[src/rtl/sc_speed_scheduler.sv]
// Purpose: speed scheduler FSM (IDLE/RUN/PAUSE) emitting a periodic active-low tick,
//          period LIMIT[level]+1 cycles, with four selectable speed levels.
// Latency: all outputs registered; effects of inputs appear one clock after the sampling edge.
// Backpressure: none; pause freezes the counter, stop returns to IDLE at level 0.
// Ports:
//   SC_SPEED_SCHEDULER_CLOCK_50        sole clock, rising edge
//   SC_SPEED_SCHEDULER_RESET_InHigh    synchronous active-high reset
//   SC_SPEED_SCHEDULER_start_InHigh    IDLE -> RUN
//   SC_SPEED_SCHEDULER_stop_InHigh     RUN/PAUSE -> IDLE, level and pending cleared
//   SC_SPEED_SCHEDULER_pause_InHigh    level-sensitive hold while running
//   SC_SPEED_SCHEDULER_levelUp_InHigh  request to raise level at next terminal count
//   SC_SPEED_SCHEDULER_tick_OutLow     one-cycle low pulse at each terminal count
//   SC_SPEED_SCHEDULER_level_OutBUS    current level 0..3
//   SC_SPEED_SCHEDULER_count_OutBUS    current counter value
//   SC_SPEED_SCHEDULER_running_OutHigh high only in RUN
module sc_speed_scheduler #(
   parameter int DATAWIDTH = 24,
   parameter int LIMIT_L0  = 6666667,
   parameter int LIMIT_L1  = 5000000,
   parameter int LIMIT_L2  = 3333333,
   parameter int LIMIT_L3  = 2000000
) (
   input  logic                 SC_SPEED_SCHEDULER_CLOCK_50,
   input  logic                 SC_SPEED_SCHEDULER_RESET_InHigh,
   input  logic                 SC_SPEED_SCHEDULER_start_InHigh,
   input  logic                 SC_SPEED_SCHEDULER_stop_InHigh,
   input  logic                 SC_SPEED_SCHEDULER_pause_InHigh,
   input  logic                 SC_SPEED_SCHEDULER_levelUp_InHigh,
   output logic                 SC_SPEED_SCHEDULER_tick_OutLow,
   output logic [1:0]           SC_SPEED_SCHEDULER_level_OutBUS,
   output logic [DATAWIDTH-1:0] SC_SPEED_SCHEDULER_count_OutBUS,
   output logic                 SC_SPEED_SCHEDULER_running_OutHigh
);

   typedef enum logic [1:0] {
      IDLE  = 2'd0,
      RUN   = 2'd1,
      PAUSE = 2'd2
   } state_t;

   localparam logic [DATAWIDTH-1:0] LIM0 = DATAWIDTH'(LIMIT_L0);
   localparam logic [DATAWIDTH-1:0] LIM1 = DATAWIDTH'(LIMIT_L1);
   localparam logic [DATAWIDTH-1:0] LIM2 = DATAWIDTH'(LIMIT_L2);
   localparam logic [DATAWIDTH-1:0] LIM3 = DATAWIDTH'(LIMIT_L3);
   localparam logic [DATAWIDTH-1:0] ONE  = DATAWIDTH'(1);

   state_t                 state, state_nxt;
   logic [DATAWIDTH-1:0]   count_q, count_nxt;
   logic [1:0]             level_q, level_nxt;
   logic                   pending_q, pending_nxt;
   logic                   tick_q, tick_nxt;
   logic                   running_q, running_nxt;
   logic [DATAWIDTH-1:0]   limit_sel;
   logic                   terminal;
   logic                   raise_req;

   always_comb begin
      limit_sel = LIM0;
      case (level_q)
         2'd0:    limit_sel = LIM0;
         2'd1:    limit_sel = LIM1;
         2'd2:    limit_sel = LIM2;
         default: limit_sel = LIM3;
      endcase
   end

   // Limits only move at terminal count, so count never passes the active
   // limit; >= is just a guard against an out-of-range count.
   assign terminal  = (count_q >= limit_sel);
   // A levelUp arriving on the terminal edge itself counts immediately.
   assign raise_req = pending_q | SC_SPEED_SCHEDULER_levelUp_InHigh;

   // Next-state and next-output logic. Priority: stop > pause > terminal > start.
   always_comb begin
      state_nxt   = state;
      count_nxt   = count_q;
      level_nxt   = level_q;
      pending_nxt = raise_req;
      tick_nxt    = 1'b1;

      if (SC_SPEED_SCHEDULER_stop_InHigh && (state != IDLE)) begin
         state_nxt   = IDLE;
         count_nxt   = '0;
         level_nxt   = 2'd0;
         pending_nxt = 1'b0;
      end else begin
         case (state)
            IDLE: begin
               if (SC_SPEED_SCHEDULER_start_InHigh) begin
                  state_nxt = RUN;
               end
            end
            RUN: begin
               if (SC_SPEED_SCHEDULER_pause_InHigh) begin
                  state_nxt = PAUSE;
               end else if (terminal) begin
                  count_nxt = '0;
                  tick_nxt  = 1'b0;
                  if (raise_req) begin
                     // Saturate at level 3; the request is consumed either way.
                     if (level_q != 2'd3) begin
                        level_nxt = level_q + 2'd1;
                     end
                     pending_nxt = 1'b0;
                  end
               end else begin
                  count_nxt = count_q + ONE;
               end
            end
            PAUSE: begin
               if (!SC_SPEED_SCHEDULER_pause_InHigh) begin
                  state_nxt = RUN;
               end
            end
            default: begin
               state_nxt = IDLE;
               count_nxt = '0;
               level_nxt = 2'd0;
            end
         endcase
      end

      running_nxt = (state_nxt == RUN);
   end

   always_ff @(posedge SC_SPEED_SCHEDULER_CLOCK_50) begin
      if (SC_SPEED_SCHEDULER_RESET_InHigh) begin
         state     <= IDLE;
         count_q   <= '0;
         level_q   <= 2'd0;
         pending_q <= 1'b0;
         tick_q    <= 1'b1;
         running_q <= 1'b0;
      end else begin
         state     <= state_nxt;
         count_q   <= count_nxt;
         level_q   <= level_nxt;
         pending_q <= pending_nxt;
         tick_q    <= tick_nxt;
         running_q <= running_nxt;
      end
   end

   assign SC_SPEED_SCHEDULER_tick_OutLow     = tick_q;
   assign SC_SPEED_SCHEDULER_level_OutBUS    = level_q;
   assign SC_SPEED_SCHEDULER_count_OutBUS    = count_q;
   assign SC_SPEED_SCHEDULER_running_OutHigh = running_q;

endmodule

[config.mk]
export PLATFORM = sky130hd
export DESIGN_NAME = sc_speed_scheduler
export DESIGN_NICKNAME = d
export VERILOG_FILES = /design/src/rtl/sc_speed_scheduler.sv
export SDC_FILE = /design/constraint.sdc
export NUM_CORES = 1
export LEC_CHECK = 0
export ABC_AREA = 1
export CAP_MARGIN = 20
export CORE_MARGIN = 8
export CORE_UTILIZATION = 54
export CTS_CLUSTER_DIAMETER = 120
export DETAILED_ROUTE_END_ITERATION = 10
export PLACE_DENSITY = 0.8
export SETUP_SLACK_MARGIN = 0.3
export SYNTH_ARGS = -nofsm -noshare
export SYNTH_HDL_FRONTEND = slang
export SYNTH_SLANG_ARGS = --single-unit
[constraint.sdc]
create_clock -name SC_SPEED_SCHEDULER_CLOCK_50 -period 3 [get_ports SC_SPEED_SCHEDULER_CLOCK_50]
set_input_delay 0.75 -clock SC_SPEED_SCHEDULER_CLOCK_50 [delete_from_list [all_inputs] [get_ports SC_SPEED_SCHEDULER_CLOCK_50]]
set_output_delay 0.75 -clock SC_SPEED_SCHEDULER_CLOCK_50 [all_outputs]
set_load 0.02 [all_outputs]
==> results of run 1 <==
-- worst register-to-register path, cell delays in order, from the launching register on --
cell     delay, ns
dfxtp_2       0.36
inv_2         0.11
ha_1          0.20
nor2_1        0.07
nor2_2        0.16
inv_1         0.09
ha_1          0.27
nand2_1       0.08
inv_1         0.04
a21oi_1       0.14
nand2_1       0.10
a21oi_4       0.17
nand3_2       0.12
nand2_2       0.16
nand2_8       0.14
a21oi_1       0.14
-- cells in the mapped netlist (2+ instances only) --
cell       n
dfxtp_1   31
ha_1      31
nand2_1   77
nor2_2     6
nand3_1   13
nor4_1     2
xnor2_1    3
a21oi_1   13
xor2_1     7
or2_2      3
nor3_2     2
nand3b_1   2
nor2_1    45
o21ai_0    7
nor3_1     8
inv_1     46
o21bai_1   3
buf_6      2
nor2_4     4
nand4_1    7
nand2_2    4
-- through the flow --
| stage | utilization | hold WS (ns) | worst slack [ns] | std cells |
|---|---|---|---|---|
| 2_1_floorplan | - | 0.5422 | 0.6173 | 325 |
| 3_3_place_gp | 0.6621 | 0.5338 | 0.4637 | 407 |
| 3_5_place_dp | 0.6621 | 0.5479 | 0.4033 | 407 |
| 4_1_cts | 0.6913 | 0.5518 | 0.3786 | 415 |
| 5_1_grt | 0.6947 | 0.5791 | 0.3531 | 415 |
| 6_report | 0.6947 | 0.5550 | 0.5760 | 415 |
-- layout make-up --
class	count	area [sq um]
clock buffers	6	82.58
clock inverters	2	35.03
fillers	330	1230
inverters	47	176.4
multi-input cells	245	1481
flip-flops and latches	31	623.1
well taps	50	62.56
repair buffers	34	337.8
-- state kept, by name, summed over array words and instances, names as in the netlist --
name                                flops
SC_SPEED_SCHEDULER_count_OutBUS        24
SC_SPEED_SCHEDULER_level_OutBUS         2
SC_SPEED_SCHEDULER_running_OutHigh      1
SC_SPEED_SCHEDULER_tick_OutLow          1
pending_q                               1
state                                   2
-- worst max path at each step --
stage / start / end / depth (start not counted)
6_report: SC_SPEED_SCHEDULER_level_OutBUS[0]$_SDFFE_PP0P_ / SC_SPEED_SCHEDULER_count_OutBUS[0]$_SDFFE_PP0P_ / 15
3_5_place_dp: SC_SPEED_SCHEDULER_level_OutBUS[1]$_SDFFE_PP0P_ / SC_SPEED_SCHEDULER_count_OutBUS[19]$_SDFFE_PP0P_ / 15
3_3_place_gp: SC_SPEED_SCHEDULER_level_OutBUS[0]$_SDFFE_PP0P_ / SC_SPEED_SCHEDULER_count_OutBUS[0]$_SDFFE_PP0P_ / 15
4_1_cts: SC_SPEED_SCHEDULER_level_OutBUS[0]$_SDFFE_PP0P_ / SC_SPEED_SCHEDULER_count_OutBUS[15]$_SDFFE_PP0P_ / 15
2_1_floorplan: SC_SPEED_SCHEDULER_level_OutBUS[1]$_SDFFE_PP0P_ / SC_SPEED_SCHEDULER_count_OutBUS[20]$_SDFFE_PP0P_ / 16
5_1_grt: SC_SPEED_SCHEDULER_level_OutBUS[0]$_SDFFE_PP0P_ / SC_SPEED_SCHEDULER_count_OutBUS[0]$_SDFFE_PP0P_ / 15
-- cell families after synthesis --
kind of cell               after synthesis
AOI/OAI and AO/OA                       27
muxes                                    1
adders and majority gates               31
and+or+nand+nor                        176
buffers and inverters                   49
xor gates and xnor gates                10
DFF                                     31
-- power by group through the flow --
| stage | Combinational, mW | Clock, mW | Sequential [mW] |
|---|---|---|---|
| 6_report | 0.0658 | 0.438 | 0.422 |
| 5_1_grt | 0.0722 | 0.460 | 0.423 |
| 4_1_cts | 0.0633 | 0.445 | 0.422 |
| 3_5_place_dp | 0.0629 | 0 | 0.431 |
| 3_3_place_gp | 0.0619 | 0 | 0.431 |
| 2_1_floorplan | 0.0433 | 0 | 0.433 |
-- routing by layer --
metal | track usage | vias up | share of wire
met5 | 0 | - | 0
met4 | 0.09286 | 0 | 0.028
met3 | 0.04084 | 15 | 0.057
met2 | 0.3063 | 52 | 0.47
met1 | 0.2131 | 1016 | 0.45
li1 | - | 1115 | -
-- repair_timing --
action,CTS,global route
endpoints found under the hold margin,0,0
resized for setup,0,6
endpoints found under the setup margin,0,24
==> flow_summary.ini, run 1 <==
[synth]
gate_count_after_technology_mapping = 325
synthXorXnorAreaFrac = 0.03825
synth_seq_cells = 31
synth_top_family_by_area = simple AND/OR/NAND/NOR gates
yosys_warnings = 0
ys_top_cells_by_area = dfxtp_1 27%, ha_1 17%, nand2_1 13%
async_flop_share = 0
synthDominantCellAreaShare = 0.2710
synth_top_flop_cell = dfxtp_1
post_synth_num_cell_types = 30
seq_area_frac_synth = 0.2710
post_synthesis_mux_area_share = 0.004372
netlist_area_sq_um = 2290
yosys.area_share.simple = 0.3557
yosys.area_share.adder = 0.1694
yosysTopAreaCell = dfxtp_1
fraction_of_the_mapped_netlist_area_in_compound_gates = 0.07432
number_of_flops_mapped_to_enable_cells_by_yosys = 0
syn-num-nets = 362
syn_avg_cell_area_sq_um = 7.045

[route]
wire_length_per_cell_um = 13.62
detail_route.wirelength_mm = 5.653
vias = 2198
drt_first_iter_violations = 152
number_of_vias_per_cell = 5.296
drt_first_pass_iters = 4
route.antenna.remaining_nets = 0
post-route-drc-count = 0

[clocking]
cts_hold_repair.buffers = 0
worst_skew_pair.late_latency_ns = 0.29
max-clock-path-buffers = 2
cts_tree = built
cts_num_sinks = 31
cts-buffers-inserted = 5
h-tree-depth = 2
cts_root_buffer = clkbuf_8
post_cts_setup_repair_buffer_count = 0
path_clk_slew_ns = 0.07

[critical_path]
cpMaxStageDelayCell = dfxtp_2
cp-end-kind = flip-flop
critical_path_fanout_max = 22
crit_path_start_kind = flip-flop
reg2regPathDepth = 15
worstReg2RegEnd = SC_SPEED_SCHEDULER_count_OutBUS[0]$_SDFFE_PP0P_
cp_num_buf_inv = 3
timing.critical_path.max_delay_family = simple AND/OR/NAND/NOR gates
cp.arrival_ns = 2.65
setup.reg_to_reg.worst_slack_ns = 0.58
required_ns = 3.23
worst_path_largest_cell_delay_ns = 0.36
criticalPathCategory = reg -> reg
regToRegStartpoint = SC_SPEED_SCHEDULER_level_OutBUS[0]$_SDFFE_PP0P_
worstPathCellList = inv_2, ha_1, nor2_1, nor2_2, inv_1, ha_1, nand2_1, inv_1, a21oi_1, nand2_1, a21oi_4, nand3_2, nand2_2, nand2_8, a21oi_1

[die]
total_number_of_placement_rows = 23
die_area_sq_um = 6580
effective_utilization_at_floorplan = 0.5683
io_pins = 34
floorplan.die.width_um = 81.12
fp.coreArea_sq_um = 4029
die-height_um = 81.12

[power_and_ir_drop]
p_per_area_nw_per_um2 = 330.7
max-vdd-ir-drop_mv = 0.2467
comb_power_share = 0.071
post-layout-total-power_uw = 925.7
power.switching_fraction = 0.2322
power_leakage_nw = 1.242
power_spent_charging_and_discharging_nets_uw = 214.9
seq_power_share = 0.456
clkPwrFrac = 0.473
internal_power_uw = 710.7

[grt]
pin_count_of_the_biggest_net_entering_global_routing = 23
gr-usage-all-layers = 0.1824
antenna_violations_before_repair = 0
first_global_vias = 2144
grt.overflow.total = 0
grt_first_pass_wirelength_mm = 9.625

[worst_hold_path]
hold_path_class = reg -> reg
whs_path_depth = 2
hold_start = SC_SPEED_SCHEDULER_level_OutBUS[1]$_SDFFE_PP0P_
holdPathEnd = SC_SPEED_SCHEDULER_level_OutBUS[1]$_SDFFE_PP0P_

[timing]
setup-tns-final_ns = 0
setup_violations = 0
tightest_slew_ns = 0.3673
final.setup_skew_ns = 0.008253
finalCriticalPeriod_ns = 2.424
finalHoldViolations = 0
setup_repair_after_global_routing_missed_its_margin = no
period_share = 0.8080
timing.fmax_mhz = 412.5
max-slew-margin-rel = 0.7542
slew_violations = 0

[layout]
post_route_cells_drive_above_1_share = 0.1068
n_antenna_cell = 0
finalNetCount = 401
mostFrequentLayoutCells = 77 x nand2_1, 44 x nor2_1, 44 x inv_1
layout_commonest_cell = nand2_1
post-route-cell-area_sq_um = 2799
area_delta_synth_final_pct = 22.24

[place]
io_buffer_count = 33
dpl-instance-area_sq_um = 2668
final_gp_congestion = 0.8872
dp_hpwl_mm = 4.417

[status]
outcome = completed

[run]
timing.max_cap.violations = 0
No activity file was read; power rests on OpenSTA's default activity.
==> inputs of run 2 (changes only) <==
--- a/config.mk
+++ b/config.mk
@@ -8,10 +8,10 @@
 export ABC_AREA = 1
 export CAP_MARGIN = 20
 export CORE_MARGIN = 8
-export CORE_UTILIZATION = 54
+export CORE_UTILIZATION = 49
 export CTS_CLUSTER_DIAMETER = 120
 export DETAILED_ROUTE_END_ITERATION = 10
-export PLACE_DENSITY = 0.8
+export PLACE_DENSITY = 0.76
 export SETUP_SLACK_MARGIN = 0.3
 export SYNTH_ARGS = -nofsm -noshare
 export SYNTH_HDL_FRONTEND = slang
==> constraint.sdc (replaced) <==
create_clock -name SC_SPEED_SCHEDULER_CLOCK_50 -period 1.95 [get_ports SC_SPEED_SCHEDULER_CLOCK_50]
set_input_delay 0.4875 -clock SC_SPEED_SCHEDULER_CLOCK_50 [delete_from_list [all_inputs] [get_ports SC_SPEED_SCHEDULER_CLOCK_50]]
set_output_delay 0.4875 -clock SC_SPEED_SCHEDULER_CLOCK_50 [all_outputs]
set_load 0.02 [all_outputs]
==> run 2 against run 1 <==
Against the previous run:
- largest cell class unchanged
- sequential share of layout area down 4.0 points
- clock power up 37%
- worst hold slack better by 0.032 ns
- the run now ends with negative setup slack left
- maximum frequency up 5.2%
- final cell count up 13%
==> flow_summary.ini, run 2 (synthesis gave the netlist of run 1 again) <==
[status]
outcome = finished with violations
violated_checks = negative setup slack

[place]
final_gp_congestion = 0.8835
post-place-ws_ns = -0.4003
io_buffer_count = 33
placed_cells_incl_taps = 452
dp_hpwl_mm = 4.830
dpl-instance-area_sq_um = 3028

[run]
timing.max_cap.violations = 0

[clocking]
cts-buffers-inserted = 5
worst_skew_pair.late_latency_ns = 0.30
cts_num_sinks = 31
cts_tree = built
h-tree-depth = 2
max-clock-path-buffers = 2
cts_hold_repair.buffers = 0
path_clk_slew_ns = 0.07
cts_root_buffer = clkbuf_8

[timing]
timing.final.ws_setup_ns = -0.3542
setup-tns-final_ns = -7.923
tightest_slew_ns = 0.4391
slew_violations = 0
finalCriticalPeriod_ns = 2.304
period_share = 1.182
worst_hold_slack_ns = 0.5874
final.setup_skew_ns = 0.003660
setup_violations = 28
timing.fmax_mhz = 434.0
finalHoldViolations = 0
setup_repair_after_global_routing_missed_its_margin = yes
max-slew-margin-rel = 0.7062

[critical_path]
criticalPathCategory = reg -> reg
cp.arrival_ns = 2.53
critical_path_fanout_max = 4
regToRegStartpoint = SC_SPEED_SCHEDULER_level_OutBUS[0]$_SDFFE_PP0P_
required_ns = 2.18
reg2regPathDepth = 16
setup.reg_to_reg.worst_slack_ns = -0.35
worstReg2RegEnd = SC_SPEED_SCHEDULER_count_OutBUS[12]$_SDFFE_PP0P_
crit_path_start_kind = flip-flop
cp-end-kind = flip-flop

[grt]
gr-usage-all-layers = 0.1907
grt.overflow.total = 0
pin_count_of_the_biggest_net_entering_global_routing = 12
grt_first_pass_wirelength_mm = 11.07
antenna_violations_before_repair = 0
first_global_vias = 2425

[route]
vias = 2467
detail_route.wirelength_mm = 7.149
route.antenna.remaining_nets = 0
drt_first_iter_violations = 194
drt_first_pass_iters = 5
number_of_vias_per_cell = 5.283
post-route-drc-count = 0
wire_length_per_cell_um = 15.31

[die]
floorplan.die.width_um = 84.36
fp.coreArea_sq_um = 4629
die_area_sq_um = 7117
io_pins = 34
total_number_of_placement_rows = 25
effective_utilization_at_floorplan = 0.4946
die-height_um = 84.36

[power_and_ir_drop]
clkPwrFrac = 0.431
power_leakage_nw = 1.561
seq_power_share = 0.463
internal_power_mw = 1.018
power.switching_fraction = 0.2694
comb_power_share = 0.106
p_per_area_nw_per_um2 = 405.3
max-vdd-ir-drop_mv = 0.6018
post-layout-total-power_mw = 1.393
power_spent_charging_and_discharging_nets_uw = 375.3

[worst_hold_path]
whs_path_depth = 3
hold_start = pending_q$_SDFF_PP0_
holdPathEnd = pending_q$_SDFF_PP0_
hold_path_class = reg -> reg

[layout]
mostFrequentLayoutCells = 66 x nand2_1, 42 x buf_4, 39 x inv_1
layout_commonest_cell = nand2_1
layoutNonFillerInstCount = 467
final.fill_count = 333
finalNetCount = 449
post-route-cell-area_sq_um = 3437
layout.core_utilization = 0.7424
post_route_cells_drive_above_1_share = 0.3511
largest_register_ffs = 24
n_antenna_cell = 0
area_delta_synth_final_pct = 50.11
==> run 2: cell count changes in the layout (fill, tap and decap cells not counted), sizes merged <==
| cell | delta |
|---|---|
| buf | +46 |
| bufinv | -1 |
| clkbuf | +11 |
| clkdlybuf4s15 | +6 |
| clkdlybuf4s50 | -28 |
| clkinv | -1 |
| dlygate4sd2 | +12 |
| inv | +1 |
| nand2 | +2 |
==> run 2: area by class of cell <==
cell class,count,area (sq um),share of cell area
inverter,47,188.9,0.05497
clock buffer,7,96.34,0.02803
timing repair buffer,80,636.9,0.1853
multi-input combinational,247,1813,0.5275
tap,54,67.56,0.01966
sequential,31,628.1,0.1827
clock inverter,1,6.256,0.001820
==> run 2: metal layers <==
metal	vias to the layer above	track usage	routed length, um	share of wire
li1	1215	-	-	-
met1	1134	0.2218	3028	0.42
met2	93	0.3317	3489	0.49
met3	25	0.03902	393	0.055
met4	0	0.07605	238	0.033
met5	-	0	0	0
==> run 2: worst max path at each step <==
stage                                               startpoint                                                to  cells after the start
6_report       SC_SPEED_SCHEDULER_level_OutBUS[0]$_SDFFE_PP0P_  SC_SPEED_SCHEDULER_count_OutBUS[12]$_SDFFE_PP0P_                     16
5_1_grt        SC_SPEED_SCHEDULER_level_OutBUS[0]$_SDFFE_PP0P_  SC_SPEED_SCHEDULER_count_OutBUS[12]$_SDFFE_PP0P_                     16
4_1_cts        SC_SPEED_SCHEDULER_level_OutBUS[0]$_SDFFE_PP0P_   SC_SPEED_SCHEDULER_level_OutBUS[1]$_SDFFE_PP0P_                     18
3_5_place_dp   SC_SPEED_SCHEDULER_level_OutBUS[0]$_SDFFE_PP0P_  SC_SPEED_SCHEDULER_count_OutBUS[19]$_SDFFE_PP0P_                     15
3_3_place_gp   SC_SPEED_SCHEDULER_level_OutBUS[0]$_SDFFE_PP0P_  SC_SPEED_SCHEDULER_count_OutBUS[19]$_SDFFE_PP0P_                     15
2_1_floorplan  SC_SPEED_SCHEDULER_level_OutBUS[1]$_SDFFE_PP0P_  SC_SPEED_SCHEDULER_count_OutBUS[20]$_SDFFE_PP0P_                     16
==> run 2: timing repair <==
action,CTS,global route
resized for setup,68,49
hold endpoints to repair,0,0
setup endpoints to repair,56,43
buffers inserted,5,0
pin swaps,22,26
cloned,2,0
==> run 2: power groups by stage <==
| stage | combinational [mW] | clock (mW) | sequential (mW) |
|---|---|---|---|
| final | 0.147 | 0.601 | 0.645 |
| after CTS | 0.143 | 0.602 | 0.645 |
| after global routing | 0.158 | 0.633 | 0.647 |
| after floorplan | 0.0664 | 0 | 0.664 |
| after detailed placement | 0.112 | 0 | 0.660 |
| after global placement | 0.110 | 0 | 0.660 |
==> run 2: critical path, cell delays in order (launching register included) <==
cell,delay [ns]
dfxtp_4,0.38
buf_4,0.14
ha_4,0.18
inv_1,0.09
ha_4,0.21
nand2_1,0.07
nand2_1,0.06
nand2_1,0.08
nand2_1,0.07
nand2_1,0.11
nand2_2,0.08
a21oi_4,0.20
nand3_4,0.14
nand2_8,0.16
buf_6,0.11
nand3_2,0.05
nor2_1,0.11
==> inputs of run 3 (changes only) <==
--- a/config.mk
+++ b/config.mk
@@ -7,8 +7,8 @@
 export LEC_CHECK = 0
 export ABC_AREA = 1
 export CAP_MARGIN = 20
-export CORE_MARGIN = 8
 export CORE_UTILIZATION = 49
+export CTS_BUF_LIST = sky130_fd_sc_hd__clkbuf_16
 export CTS_CLUSTER_DIAMETER = 120
 export DETAILED_ROUTE_END_ITERATION = 10
 export PLACE_DENSITY = 0.76
==> run 3 against run 2 <==
Against the previous run:
- final cell count shrank 1.3%
- critical path depth grew 2
- clock skew up 0.0025 ns
- the run still ends with negative setup slack left
- combinational power grew 7%
- sequential cell count is the same
- count of clock-buffer cells in the layout decreased by 2
- critical endpoint unchanged
- wire length increased by 12%
- maximum frequency decreased by 2.2%
- sequential share of layout area fell by 0.28 points
- highest routed layer unchanged
- largest power group is now clock
- first-iteration DRC count increased by 6.7%
- total power rose by 11%
==> flow_summary.ini, run 3 (synthesis gave the netlist of run 1 again) <==
[timing]
slew_violations = 0
final.setup_skew_ns = 0.006178
worst_hold_slack_ns = 0.6038
setup-tns-final_ns = -9.801
setup_repair_after_global_routing_missed_its_margin = yes
timing.final.ws_setup_ns = -0.4061
finalCriticalPeriod_ns = 2.356
setup_violations = 28
timing.fmax_mhz = 424.4
max-slew-margin-rel = 0.7824
tightest_slew_ns = 0.3239
period_share = 1.208
finalHoldViolations = 0

[critical_path]
required_ns = 2.17
cp.arrival_ns = 2.58
criticalPathCategory = reg -> reg
critical_path_fanout_max = 5
crit_path_start_kind = flip-flop
cp-end-kind = flip-flop

[grt]
antenna_violations_before_repair = 0
grt_first_pass_wirelength_mm = 10.47
grt.overflow.total = 0
gr-usage-all-layers = 0.2745
pin_count_of_the_biggest_net_entering_global_routing = 12
first_global_vias = 2307

[power_and_ir_drop]
power_leakage_nw = 1.591
comb_power_share = 0.102
power.switching_fraction = 0.2491
power_spent_charging_and_discharging_nets_uw = 384.2
max-vdd-ir-drop_mv = 0.4747
seq_power_share = 0.420
internal_power_mw = 1.158
post-layout-total-power_mw = 1.542
p_per_area_nw_per_um2 = 441.8
clkPwrFrac = 0.479

[place]
placed_cells_incl_taps = 448
post-place-ws_ns = -0.3149
final_gp_congestion = 0.8764
dpl-instance-area_sq_um = 3010
dp_hpwl_mm = 4.787
io_buffer_count = 33

[die]
fp.coreArea_sq_um = 4414
die_area_sq_um = 4951
die-height_um = 70.36
floorplan.die.width_um = 70.36
io_pins = 34
total_number_of_placement_rows = 24
effective_utilization_at_floorplan = 0.5187

[route]
wl_met2_mm = 3.944
post-route-drc-count = 0
drt-met1-wl_mm = 3.127
wire_length_per_cell_um = 17.41
route.antenna.remaining_nets = 0
vias = 2620
maxUsedRoutingLayer = met4
number_of_vias_per_cell = 5.683
detail_route.wirelength_mm = 8.025
drt_first_iter_violations = 207
drt_first_pass_iters = 5
dr_wl_met3_um = 575

[clocking]
cts_num_sinks = 31
h-tree-depth = 2
cts_root_buffer = clkbuf_16
path_clk_slew_ns = 0.05
cts-buffers-inserted = 5
max-clock-path-buffers = 2
cts_hold_repair.buffers = 0
cts_tree = built
worst_skew_pair.late_latency_ns = 0.28

[layout]
layout.core_utilization = 0.7908
mostFrequentLayoutCells = 67 x nand2_1, 39 x buf_4, 38 x inv_1
layoutNonFillerInstCount = 461
largest_register_ffs = 24
post-route-cell-area_sq_um = 3491
post_route_cells_drive_above_1_share = 0.3423
layout_commonest_cell = nand2_1
area_delta_synth_final_pct = 52.46
n_antenna_cell = 0
finalNetCount = 446

[run]
timing.max_cap.violations = 0

[status]
violated_checks = negative setup slack
outcome = finished with violations

[worst_hold_path]
hold_path_class = reg -> reg
-- run 3: timing repair --
item	in CTS	in global routing
endpoints found under the setup margin	56	33
gates resized for setup	41	75
gates cloned	1	0
pin swaps	1	28
setup buffers	1	4
-- run 3: worst paths after layout --
| kind | from | to | slack (ns) | cells after the start |
|---|---|---|---|---|
| max | SC_SPEED_SCHEDULER_level_OutBUS[1]$_SDFFE_PP0P_ | SC_SPEED_SCHEDULER_count_OutBUS[12]$_SDFFE_PP0P_ | -0.41 | 18 |
| min | SC_SPEED_SCHEDULER_level_OutBUS[0]$_SDFFE_PP0P_ | SC_SPEED_SCHEDULER_level_OutBUS[0]$_SDFFE_PP0P_ | 0.60 | 4 |
| max reg2reg | SC_SPEED_SCHEDULER_level_OutBUS[1]$_SDFFE_PP0P_ | SC_SPEED_SCHEDULER_count_OutBUS[12]$_SDFFE_PP0P_ | -0.41 | 18 |
| min reg2reg | SC_SPEED_SCHEDULER_level_OutBUS[0]$_SDFFE_PP0P_ | SC_SPEED_SCHEDULER_level_OutBUS[0]$_SDFFE_PP0P_ | 0.60 | 4 |
-- run 3: power by group through the flow --
stage               registers (mW)  logic (mW)  clock network, mW
global route                 0.648       0.166              0.769
global placement             0.660       0.115                  0
detailed placement           0.660       0.116                  0
floorplan                    0.664      0.0664                  0
finish                       0.647       0.157              0.738
CTS                          0.646       0.130              0.751
-- run 3: worst max-delay path, cell delays in order, from the launching register on --
cell and delay (ns):
dfxtp_4 0.40, inv_6 0.05, buf_6 0.11, ha_4 0.19
inv_2 0.11, ha_4 0.22, nand2_1 0.07, nand2_1 0.06
nand2_1 0.09, nand2_1 0.08, nand2_1 0.09, nand2_2 0.07
a21oi_4 0.20, buf_6 0.14, buf_4 0.10, nand4_1 0.09
nand2_1 0.10, inv_1 0.05, nor2_2 0.08
-- run 3: area by class of cell --
class	count	area (sq um)
tap	52	65.06
fill	282	923.4
sequential	31	628.1
inverter	47	186.4
multi-input combinational	246	1831
clock buffer	5	125.1
timing repair buffer	78	646.9
clock inverter	2	8.758
-- run 3: layer usage --
metal  vias up  track usage
met5         -            0
met4         0       0.1200
met3        44      0.05051
met2       145       0.4677
met1      1216       0.3339
li1       1215            -
